`src/rtl/wb_bus_arbiter.sv`:
```
// Two-master, one-slave Wishbone B4 arbiter with round-robin grant held for the
// whole bus cycle and a watchdog that terminates strobes the slave never answers.
module wb_bus_arbiter #(
  parameter int TIMEOUT = 255
) (
  input  logic        clk,
  input  logic        rst_n,
  // master 0 (instruction fetch)
  input  logic        m0_cyc_i,
  input  logic        m0_stb_i,
  input  logic        m0_we_i,
  input  logic [31:0] m0_adr_i,
  input  logic [31:0] m0_dat_i,
  input  logic [3:0]  m0_sel_i,
  input  logic [2:0]  m0_cti_i,
  output logic        m0_ack_o,
  output logic        m0_err_o,
  output logic        m0_rty_o,
  output logic [31:0] m0_dat_o,
  // master 1 (load/store unit)
  input  logic        m1_cyc_i,
  input  logic        m1_stb_i,
  input  logic        m1_we_i,
  input  logic [31:0] m1_adr_i,
  input  logic [31:0] m1_dat_i,
  input  logic [3:0]  m1_sel_i,
  input  logic [2:0]  m1_cti_i,
  output logic        m1_ack_o,
  output logic        m1_err_o,
  output logic        m1_rty_o,
  output logic [31:0] m1_dat_o,
  // slave side
  output logic        CYC_O,
  output logic        STB_O,
  output logic        WE_O,
  output logic [31:0] ADR_O,
  output logic [31:0] DAT_O,
  output logic [3:0]  SEL_O,
  output logic [2:0]  CTI_O,
  input  logic        ACK_I,
  input  logic        ERR_I,
  input  logic        RTY_I,
  input  logic [31:0] DAT_I,
  // status
  output logic [1:0]  grant_o,
  output logic        timeout_o
);

  localparam int CW = (TIMEOUT > 0) ? $clog2(TIMEOUT + 1) : 1;
  localparam logic [CW-1:0] CNT_LAST = CW'(TIMEOUT - 1);
  localparam bit WD_EN = (TIMEOUT > 0);

  localparam logic [1:0] IDLE   = 2'd0;
  localparam logic [1:0] GNT_M0 = 2'd1;
  localparam logic [1:0] GNT_M1 = 2'd2;

  logic [1:0]    state_r;
  logic [1:0]    state_nxt_s;
  logic          last_r;
  logic          last_nxt_s;
  logic [CW-1:0] cnt_r;
  logic [CW-1:0] cnt_nxt_s;

  logic          sel_m0_s;
  logic          sel_m1_s;
  logic          gcyc_s;
  logic          gstb_s;
  logic          term_s;
  logic          fire_s;
  logic          drive_s;

  logic          mux_we_s;
  logic [31:0]   mux_adr_s;
  logic [31:0]   mux_dat_s;
  logic [3:0]    mux_sel_s;
  logic [2:0]    mux_cti_s;

  // Decode the granted master's cycle/strobe and the watchdog fire condition.
  always_comb begin
    sel_m0_s = (state_r == GNT_M0);
    sel_m1_s = (state_r == GNT_M1);
    gcyc_s   = (sel_m0_s & m0_cyc_i) | (sel_m1_s & m1_cyc_i);
    gstb_s   = (sel_m0_s & m0_stb_i) | (sel_m1_s & m1_stb_i);
    term_s   = ACK_I | ERR_I | RTY_I;
    // Counter holds the number of already-elapsed unanswered cycles, so the
    // TIMEOUT-th one is the cycle where it reads TIMEOUT-1.
    fire_s   = WD_EN & gcyc_s & gstb_s & ~term_s & (cnt_r == CNT_LAST);
    drive_s  = gcyc_s & ~fire_s;
  end

  // Select the granted master's request fields.
  always_comb begin
    case (state_r)
      GNT_M0: begin
        mux_we_s  = m0_we_i;
        mux_adr_s = m0_adr_i;
        mux_dat_s = m0_dat_i;
        mux_sel_s = m0_sel_i;
        mux_cti_s = m0_cti_i;
      end
      GNT_M1: begin
        mux_we_s  = m1_we_i;
        mux_adr_s = m1_adr_i;
        mux_dat_s = m1_dat_i;
        mux_sel_s = m1_sel_i;
        mux_cti_s = m1_cti_i;
      end
      default: begin
        mux_we_s  = 1'b0;
        mux_adr_s = 32'h0000_0000;
        mux_dat_s = 32'h0000_0000;
        mux_sel_s = 4'h0;
        mux_cti_s = 3'b000;
      end
    endcase
  end

  // Slave-side outputs, zeroed whenever no live granted cycle is being driven.
  always_comb begin
    if (drive_s) begin
      CYC_O = 1'b1;
      STB_O = gstb_s;
      WE_O  = mux_we_s;
      ADR_O = mux_adr_s;
      DAT_O = mux_dat_s;
      SEL_O = mux_sel_s;
      CTI_O = mux_cti_s;
    end else begin
      CYC_O = 1'b0;
      STB_O = 1'b0;
      WE_O  = 1'b0;
      ADR_O = 32'h0000_0000;
      DAT_O = 32'h0000_0000;
      SEL_O = 4'h0;
      CTI_O = 3'b000;
    end
  end

  // Terminations routed only to the granted master; read data broadcast.
  always_comb begin
    m0_ack_o  = sel_m0_s & ACK_I;
    m0_err_o  = sel_m0_s & (ERR_I | fire_s);
    m0_rty_o  = sel_m0_s & RTY_I;
    m1_ack_o  = sel_m1_s & ACK_I;
    m1_err_o  = sel_m1_s & (ERR_I | fire_s);
    m1_rty_o  = sel_m1_s & RTY_I;
    m0_dat_o  = DAT_I;
    m1_dat_o  = DAT_I;
    grant_o   = {sel_m1_s, sel_m0_s};
    timeout_o = fire_s;
  end

  // Round-robin arbitration; grant is locked until the owner drops cyc.
  always_comb begin
    state_nxt_s = state_r;
    last_nxt_s  = last_r;
    case (state_r)
      IDLE: begin
        if (m0_cyc_i && m1_cyc_i) begin
          state_nxt_s = last_r ? GNT_M0 : GNT_M1;
        end else if (m0_cyc_i) begin
          state_nxt_s = GNT_M0;
        end else if (m1_cyc_i) begin
          state_nxt_s = GNT_M1;
        end else begin
          state_nxt_s = IDLE;
        end
      end
      GNT_M0: begin
        if (m0_cyc_i) begin
          state_nxt_s = GNT_M0;
        end else begin
          last_nxt_s  = 1'b0;
          state_nxt_s = m1_cyc_i ? GNT_M1 : IDLE;
        end
      end
      GNT_M1: begin
        if (m1_cyc_i) begin
          state_nxt_s = GNT_M1;
        end else begin
          last_nxt_s  = 1'b1;
          state_nxt_s = m0_cyc_i ? GNT_M0 : IDLE;
        end
      end
      default: begin
        state_nxt_s = IDLE;
        last_nxt_s  = 1'b1;
      end
    endcase
  end

  // Watchdog counts consecutive unanswered strobe cycles of the granted master.
  always_comb begin
    if ((state_r == IDLE) || term_s || !gcyc_s || !gstb_s || fire_s) begin
      cnt_nxt_s = {CW{1'b0}};
    end else begin
      cnt_nxt_s = cnt_r + {{(CW-1){1'b0}}, 1'b1};
    end
  end

  // State, last-served and watchdog registers.
  always_ff @(posedge clk or negedge rst_n) begin
    if (!rst_n) begin
      state_r <= IDLE;
      last_r  <= 1'b1;
      cnt_r   <= {CW{1'b0}};
    end else begin
      state_r <= state_nxt_s;
      last_r  <= last_nxt_s;
      cnt_r   <= cnt_nxt_s;
    end
  end

endmodule

```
`config.mk`:
```
export PLATFORM = sky130hd
export DESIGN_NAME = wb_bus_arbiter
export DESIGN_NICKNAME = d
export VERILOG_FILES = /design/src/rtl/wb_bus_arbiter.sv
export SDC_FILE = /design/constraint.sdc
export NUM_CORES = 1
export LEC_CHECK = 0
export BUFFER_PORTS_ARGS = -buffer_cell sky130_fd_sc_hd__clkbuf_2
export CORE_AREA = 5 5 125 127
export CTS_CLUSTER_DIAMETER = 60
export DETAILED_ROUTE_END_ITERATION = 16
export DIE_AREA = 0 0 130 132
export GPL_TIMING_DRIVEN = 0
export PLACE_DENSITY = 0.57
export SLEW_MARGIN = 20
export SYNTH_ARGS = -nofsm -noshare
export SYNTH_HDL_FRONTEND = slang
export SYNTH_SLANG_ARGS = --single-unit
```
`constraint.sdc`:
```
create_clock -name clk -period 3 [get_ports clk]
set_clock_uncertainty 0.05 [all_clocks]
set_input_delay 0.45 -clock clk [delete_from_list [all_inputs] [get_ports clk]]
set_output_delay 0.45 -clock clk [all_outputs]
set_load 0.01 [all_outputs]
```
After elaboration in Yosys (flattened, before gate mapping):

Index checks and enable logic that the tools add are counted.
Widths: inputs -> output; s select.

* bitwise logic cells: 22
* add/subtract/negate cells: 1
* muxes and demuxes: 23
* reduce and logical (&&, ||, !) cells: 9
* equal/unequal tests: 5

Operator list (number)
* $pmux 32 s2: 2
* $mux 32: 2
* $and 1x1->1: 14
* $mux 2: 5
* $add 8x1->8 const B: 1
* $eq 8x8->1 const B: 1
* $mux 8: 1
* $pmux 4 s2: 1
* $mux 1: 6
* $pmux 2 s3: 1
* $pmux 3 s2: 1
* $or 1x1->1: 5
* $logic_or 1x1->1: 4
* $mux 4: 1
* $ne 2x2->1 const B: 2
* $mux 3: 1
* $not 1->1: 3
* $pmux 1 s3: 1
* $reduce_and 3->1: 1
* $eq 2x1->1 const B: 1
* $eq 2x2->1 const B: 1
* $logic_not 1->1: 2
* $logic_not 2->1: 1
* $pmux 1 s2: 1
* $logic_and 1x1->1: 1

* input port bits: 185
* output and inout bits: 147
* register bits: 11

Depth between registers and ports, before layout:

Gate-level depths: netlist of the first run.

* word-level depth: 9
* depth in mapped cells: 8

Worst setup path after synthesis of the first run:

No wires, ideal clock.

* path type: flip-flop to output port
* from: register state_r[0]
* to: output ADR_O[0]
* slack: 0.787 ns
* cell stages (with the launch flop): 9
* data arrival time: 1.713 ns
* buffers on the path: 3
* path through: dfrtp_1 > inv_1 > ha_1 > buf_2 > a22oi_1 > nor4_2 > buf_4 > buf_6 > nor3_1

* cells in the longest elaborated chain, start to end: 9
* elaborated cells on any way between the ends: 15

RTL lines
* start, declared: RTL line 57 `logic [1:0] state_r;`
* start signal, assigned: RTL line 208 `state_r <= state_nxt_s;`
* $eq 2x2->1 *: RTL line 81 `sel_m1_s = (state_r == GNT_M1);`
* net sel_m1_s: RTL line 65 `logic sel_m1_s;`
* $and 1x1->1, on equally long branches: RTL line 82, 83
* $or 1x1->1, on equally long branches: RTL line 82, 83
* $and 1x1->1 (3 in a row): RTL line 87 `fire_s = WD_EN & gcyc_s & gstb_s & ~term_s & (cnt_r == CNT_LAST);`
* $not 1->1: RTL line 88 `drive_s = gcyc_s & ~fire_s;`
* $and 1x1->1: RTL line 88
* $mux 32 *: RTL line 120 `if (drive_s) begin`
* end, declared: RTL line 36 `output logic [31:0] ADR_O,`

Mark *: on every way through the listed nets, which the timed path passes. The rest lies on a longest branch.

Final worst setup path of the first run:

Ends and elaborated chain as after synthesis.

==> results of run 1 <==
power breakdown:
group          switching (mW)  internal (mW)  total, mW
Sequential             0.0166          0.176      0.192
Clock                  0.0697          0.179      0.248
Combinational            1.06          0.673       1.73
final cells by class:
class,count,area (sq um),share of cell area [%]
timing repair buffer,299,1500,36.0
inverter,7,26.3,0.631
tap,184,230,5.53
clock buffer,4,78.8,1.89
sequential,11,277,6.64
multi-input combinational,203,1370,32.8
buffer,99,687,16.5
registers in the layout, indices dropped and copies added, names as in the netlist:
signal and flops:
cnt_r 8, state_r 2, last_r 1
metrics by stage:
step                hold slack [ps]  util [%]
floorplan                       104         -
global placement                293      28.1
detailed placement              298      28.1
CTS                            41.5      29.0
global route                   57.3      29.1
finish                         33.2      29.1
routing by layer:
layer  vias up  share of wire (%)
li1       1742                  -
met4         2                1.6
met3        14                 10
met2       222                 49
met1      1572                 39
met5         -              0.092
synth_stat cells:
library cell / n / area share [%]
dfstp_2: 1 / 1.1
a21oi_1: 2 / 0.44
nor4_2: 1 / 0.55
a22oi_1: 74 / 24
ha_1: 6 / 3.3
buf_2: 6 / 1.3
o41ai_2: 2 / 1.4
nand4_1: 2 / 0.55
buf_6: 5 / 2.5
o31ai_1: 1 / 0.33
and2_1: 5 / 1.4
dfrtp_1: 10 / 11
o21ai_0: 4 / 0.87
nand3_1: 4 / 0.87
buf_4: 67 / 22
a211oi_1: 3 / 0.98
nand2b_1: 1 / 0.27
xnor2_1: 1 / 0.38
nand2_1: 5 / 0.82
nor3_1: 78 / 17
o21bai_1: 1 / 0.33
a22o_1: 1 / 0.38
nor2_1: 3 / 0.49
clkbuf_1: 21 / 3.4
xor2_1: 2 / 0.76
buf_1: 1 / 0.16
or3_1: 5 / 1.4
inv_1: 7 / 1.1
o211a_1: 2 / 0.87
kinds of logic (layout without fill, tap and decap cells):
| family | count (synthesis) | after routing | synth area share (%) |
|---|---|---|---|
| adder cells (fa/ha/maj) | 6 | 6 | 3.27 |
| XOR/XNOR | 3 | 3 | 1.15 |
| AO/OA/AOI/OAI | 90 | 90 | 29.8 |
| AND/OR/NAND/NOR | 104 | 104 | 23.3 |
| buffers and inverters | 107 | 409 | 30.4 |
| flip-flops | 11 | 11 | 12.1 |
worst paths after layout:
| kind | depth (start not counted) | slack [ps] | end | from |
|---|---|---|---|---|
| min in group clk | 2 | 430 | state_r[0] | m0_cyc_i |
| max | 9 | 180 | ADR_O[0] | state_r[0] |
| max in group asynchronous | 1 | 2590 | last_r | rst_n |
| max reg2reg | 7 | 960 | cnt_r[6] | state_r[0] |
| min | 1 | 30 | cnt_r[4] | rst_n |
| min reg2reg | 2 | 460 | last_r | last_r |
==> impl_metrics.json, run 1 <==
{
  "die_area_sq_um": 17200,
  "fin_setup_tns_ps": 0,
  "maxSlewHeadroom_pct": 60.0,
  "cp.arrival_ps": 2320,
  "design.core.area_sq_um": 14300,
  "path_buf_inv": 5,
  "crit_path_end_kind": "output pin",
  "layout_commonest_cell": "clkbuf_2",
  "postCtsSetupRepairBufs": 0,
  "cts_tree": "done",
  "placed_area_sq_um": 4020,
  "finalMaxSlewViolations": 0,
  "grt_max_degree": 12,
  "syn_avg_cell_area_sq_um": 7.15,
  "ys_types": 29,
  "vias_per_cell": 4.40,
  "die_x_um": 130,
  "cts_root_buf": "clkbuf_16",
  "use_met2_pct": 26.3,
  "first_global_vias": 3467,
  "cts_inserted_buffers": 3,
  "route.detailed.wl_per_inst_um": 17.4,
  "leakage_nw": 2.20,
  "ys_seq_area_share_pct": 12.1,
  "crit_slowest_cell": "dfrtp_1",
  "cp-start-kind": "flip-flop",
  "area_delta_synth_final_pct": 81.4,
  "cts_buffer_depth": 2,
  "syn_nets": 512,
  "grt_usage_pct": 14.7,
  "fin_crit_ps": 2820,
  "power.density_nw_per_um2": 522,
  "grt_pass1_wl_mm": 19.8,
  "pre_cts_ws_ps": -89.3,
  "dp_cells": 804,
  "clk_latency_ps": 240,
  "period_share_pct": 94.1,
  "cpMostUsedCell": "buf_6",
  "use_met3_pct": 3.00,
  "max_stage_delay_ps": 370,
  "boundaryPins": 332,
  "crit_path_cell_trace": "inv_1 > ha_1 > clkbuf_4 > a22oi_2 > nor4_4 > buf_6 > buf_6 > nor3_2 > clkbuf_2",
  "rsz0062_at_grt": "no",
  "cap_violations": 0,
  "cts_max_level": 1,
  "drtPass1Iterations": 5,
  "irDropWorstVdd_mv": 0.236,
  "ys_seq_elements": 11,
  "worst_slack_ps": 178,
  "cp_top_family": "buffers and inverters",
  "max_slew.worst_pin.slew_ps": 599,
  "yosys_warnings": 0,
  "vias": 3552,
  "wl_mm": 14.1,
  "fin_nets": 815,
  "final_design_area_no_fill_sq_um": 4160,
  "num_antenna_cells": 0,
  "drc_errors": 0,
  "synthCells": 321,
  "grt_overflow_total": 0,
  "num_rows": 44,
  "top_usage_layer": "met2",
  "drive_above_1_share_pct": 63.7,
  "hold_buffers": 0,
  "use_met1_pct": 18.0,
  "port_buffers": 299,
  "finalSetupViolations": 0,
  "final_cell_mix": "303 x clkbuf_2, 73 x a22oi_1, 73 x nor3_1",
  "die_h_um": 132,
  "initial_core_util_pct": 16.0,
  "total_power_mw": 2.17,
  "hp-class": "in2async",
  "fmaxAchievable_ghz": 0.354,
  "dp_hpwl_mm": 12.2,
  "ctsResizeCount": 13,
  "clkTransAtPathRegs_ps": 40,
  "post_layout_nonfiller_instances": 807,
  "fillers": 1583,
  "cts_sinks": 11,
  "syn_area_sq_um": 2290,
  "outcome": "finished clean",
  "crit_required_ps": 2500,
  "antenna_found_initial": 1,
  "ant_nets": 0,
  "critical_path_class": "reg2out",
  "gp_congestion": 0.810,
  "first_iter_violations": 116,
  "hold_viol": 0,
  "path_max_fanout": 10
}
No activity file was read; power rests on OpenSTA's default activity.
==> run 2: changes to the inputs <==
--- a/config.mk
+++ b/config.mk
@@ -11,7 +11,7 @@
 export DETAILED_ROUTE_END_ITERATION = 16
 export DIE_AREA = 0 0 130 132
 export GPL_TIMING_DRIVEN = 0
-export PLACE_DENSITY = 0.57
+export PLACE_DENSITY_LB_ADDON = 0.3
 export SLEW_MARGIN = 20
 export SYNTH_ARGS = -nofsm -noshare
 export SYNTH_HDL_FRONTEND = slang
==> constraint.sdc (replaced) <==
create_clock -name clk -period 3 [get_ports clk]
set_clock_uncertainty 0.05 [all_clocks]
set_input_delay 0.6 -clock clk [delete_from_list [all_inputs] [get_ports clk]]
set_output_delay 0.6 -clock clk [all_outputs]
set_load 0.01 [all_outputs]
==> run 2 against run 1 <==
Effect of this change:
- worst hold slack better by 150 ps
- global-route usage is 2.2 points lower
- first-iteration DRC count is 22% lower
- largest cell class unchanged
==> impl_metrics.json, run 2 (synthesized netlist as in run 1, its figures left out) <==
{
  "worst_hold_slack_ps": 185,
  "route.detailed.wl_per_inst_um": 14.7,
  "fmaxAchievable_ghz": 0.350,
  "cts_root_buf": "clkbuf_16",
  "drc_errors": 0,
  "dp_cells": 804,
  "drive_above_1_share_pct": 64.5,
  "period_share_pct": 95.3,
  "cts_tree": "done",
  "max_slew.worst_pin.slew_ps": 649,
  "hold_viol": 0,
  "cp-start-kind": "flip-flop",
  "clk_latency_ps": 240,
  "die_area_sq_um": 17200,
  "grt_usage_pct": 12.5,
  "crit_required_ps": 2350,
  "final_cell_mix": "310 x clkbuf_2, 73 x a22oi_1, 73 x nor3_1",
  "design.core.area_sq_um": 14300,
  "fillers": 1621,
  "clkTransAtPathRegs_ps": 40,
  "boundaryPins": 332,
  "cts_max_level": 1,
  "num_rows": 44,
  "layout_commonest_cell": "clkbuf_2",
  "cts_inserted_buffers": 3,
  "rsz0062_at_grt": "no",
  "power.density_nw_per_um2": 509,
  "grt_pass1_wl_mm": 17.6,
  "vias": 3492,
  "initial_core_util_pct": 16.0,
  "fin_crit_ps": 2860,
  "grt_overflow_total": 0,
  "hp-class": "in2async",
  "wl_mm": 11.9,
  "irDropWorstVdd_mv": 0.186,
  "die_x_um": 130,
  "cts_sinks": 11,
  "path_max_fanout": 9,
  "first_iter_violations": 91,
  "outcome": "finished clean",
  "maxSlewHeadroom_pct": 56.7,
  "reg_top3": "cnt_r x8, state_r x2, last_r x1",
  "antenna_found_initial": 0,
  "post_layout_nonfiller_instances": 813,
  "port_buffers": 299,
  "largest_register": "cnt_r",
  "drtPass1Iterations": 4,
  "cap_violations": 0,
  "die_h_um": 132,
  "first_global_vias": 3484,
  "crit_path_end_kind": "output pin",
  "gp_congestion": 0.822,
  "fin_nets": 821,
  "cp.arrival_ps": 2210,
  "leakage_nw": 2.24,
  "largest_reg_flops": 8,
  "finalMaxSlewViolations": 0,
  "critical_path_class": "reg2out",
  "dp_hpwl_mm": 10.2,
  "cts_buffer_depth": 2,
  "grt_max_degree": 12,
  "ant_nets": 0,
  "total_power_mw": 2.15,
  "finalSetupViolations": 0,
  "r2r_slack_ps": 1140,
  "num_antenna_cells": 0,
  "area_delta_synth_final_pct": 83.9,
  "vias_per_cell": 4.30
}
[run 2: area by class of cell]
class                      instances  area [sq um]  area share [%]
inverter                           7          26.3           0.623
tap                              184           230            5.46
sequential                        11           277            6.55
clock buffer                       4          78.8            1.87
timing repair buffer             304          1540            36.6
buffer                           100           697            16.5
multi-input combinational        203          1370            32.4
[run 2: per-layer routing]
metal / share of wire [%] / wire length, um / global-route usage, % / vias to the layer above
met5: 0 / 0 / 0 / -
met4: 1.2 / 143 / 2.02 / 0
met3: 9.7 / 1160 / 1.99 / 8
met2: 52 / 6150 / 24.3 / 199
met1: 37 / 4470 / 14.3 / 1532
li1: - / - / - / 1753
[run 2: worst paths after layout]
check / from / end / cells after the start
worst max-delay path: state_r[0] / WE_O / 10
worst min-delay path: rst_n / cnt_r[1] / 1
worst max register to register: state_r[0] / cnt_r[6] / 7
worst min register to register: last_r / last_r / 2
max in group asynchronous: rst_n / last_r / 1
min in group clk: last_r / last_r / 2
[run 2: power by group]
part | internal, mW | switching (mW) | leakage (nW)
Sequential | 0.176 | 0.0154 | 0.148
Clock | 0.178 | 0.0608 | 0.0382
Combinational | 0.716 | 1.00 | 2.05
Total | 1.07 | 1.08 | 2.24
[run 2: critical path, stage by stage, from the launching register on]
cell and delay, ps:
dfrtp_1 360, inv_1 70, ha_1 200, buf_4 180, a22oi_2 260, nor4_4 100
buf_6 160, clkbuf_2 150, buf_4 140, nor3_1 180, clkbuf_2 160
[run 2: through the flow]
stage / area [sq um] / setup slack, ps / util, % / TNS, ps
finish: 4220 / 142 / 29.5 / 0
detailed placement: 4020 / -231 / 28.1 / -5740
floorplan: 2290 / 594 / - / 0
global placement: 4020 / -242 / 28.1 / -9320
global route: 4220 / 14.1 / 29.5 / 0
CTS: 4150 / 6.62 / 29.0 / 0
[run 2: repair_timing]
item,4_1_cts,5_1_grt
buffers inserted,0,5
hold buffers,0,0
resized for setup,14,13
setup endpoints to repair,79,63
cloned,0,0
endpoints found under the hold margin,0,0
pin swaps,1,1
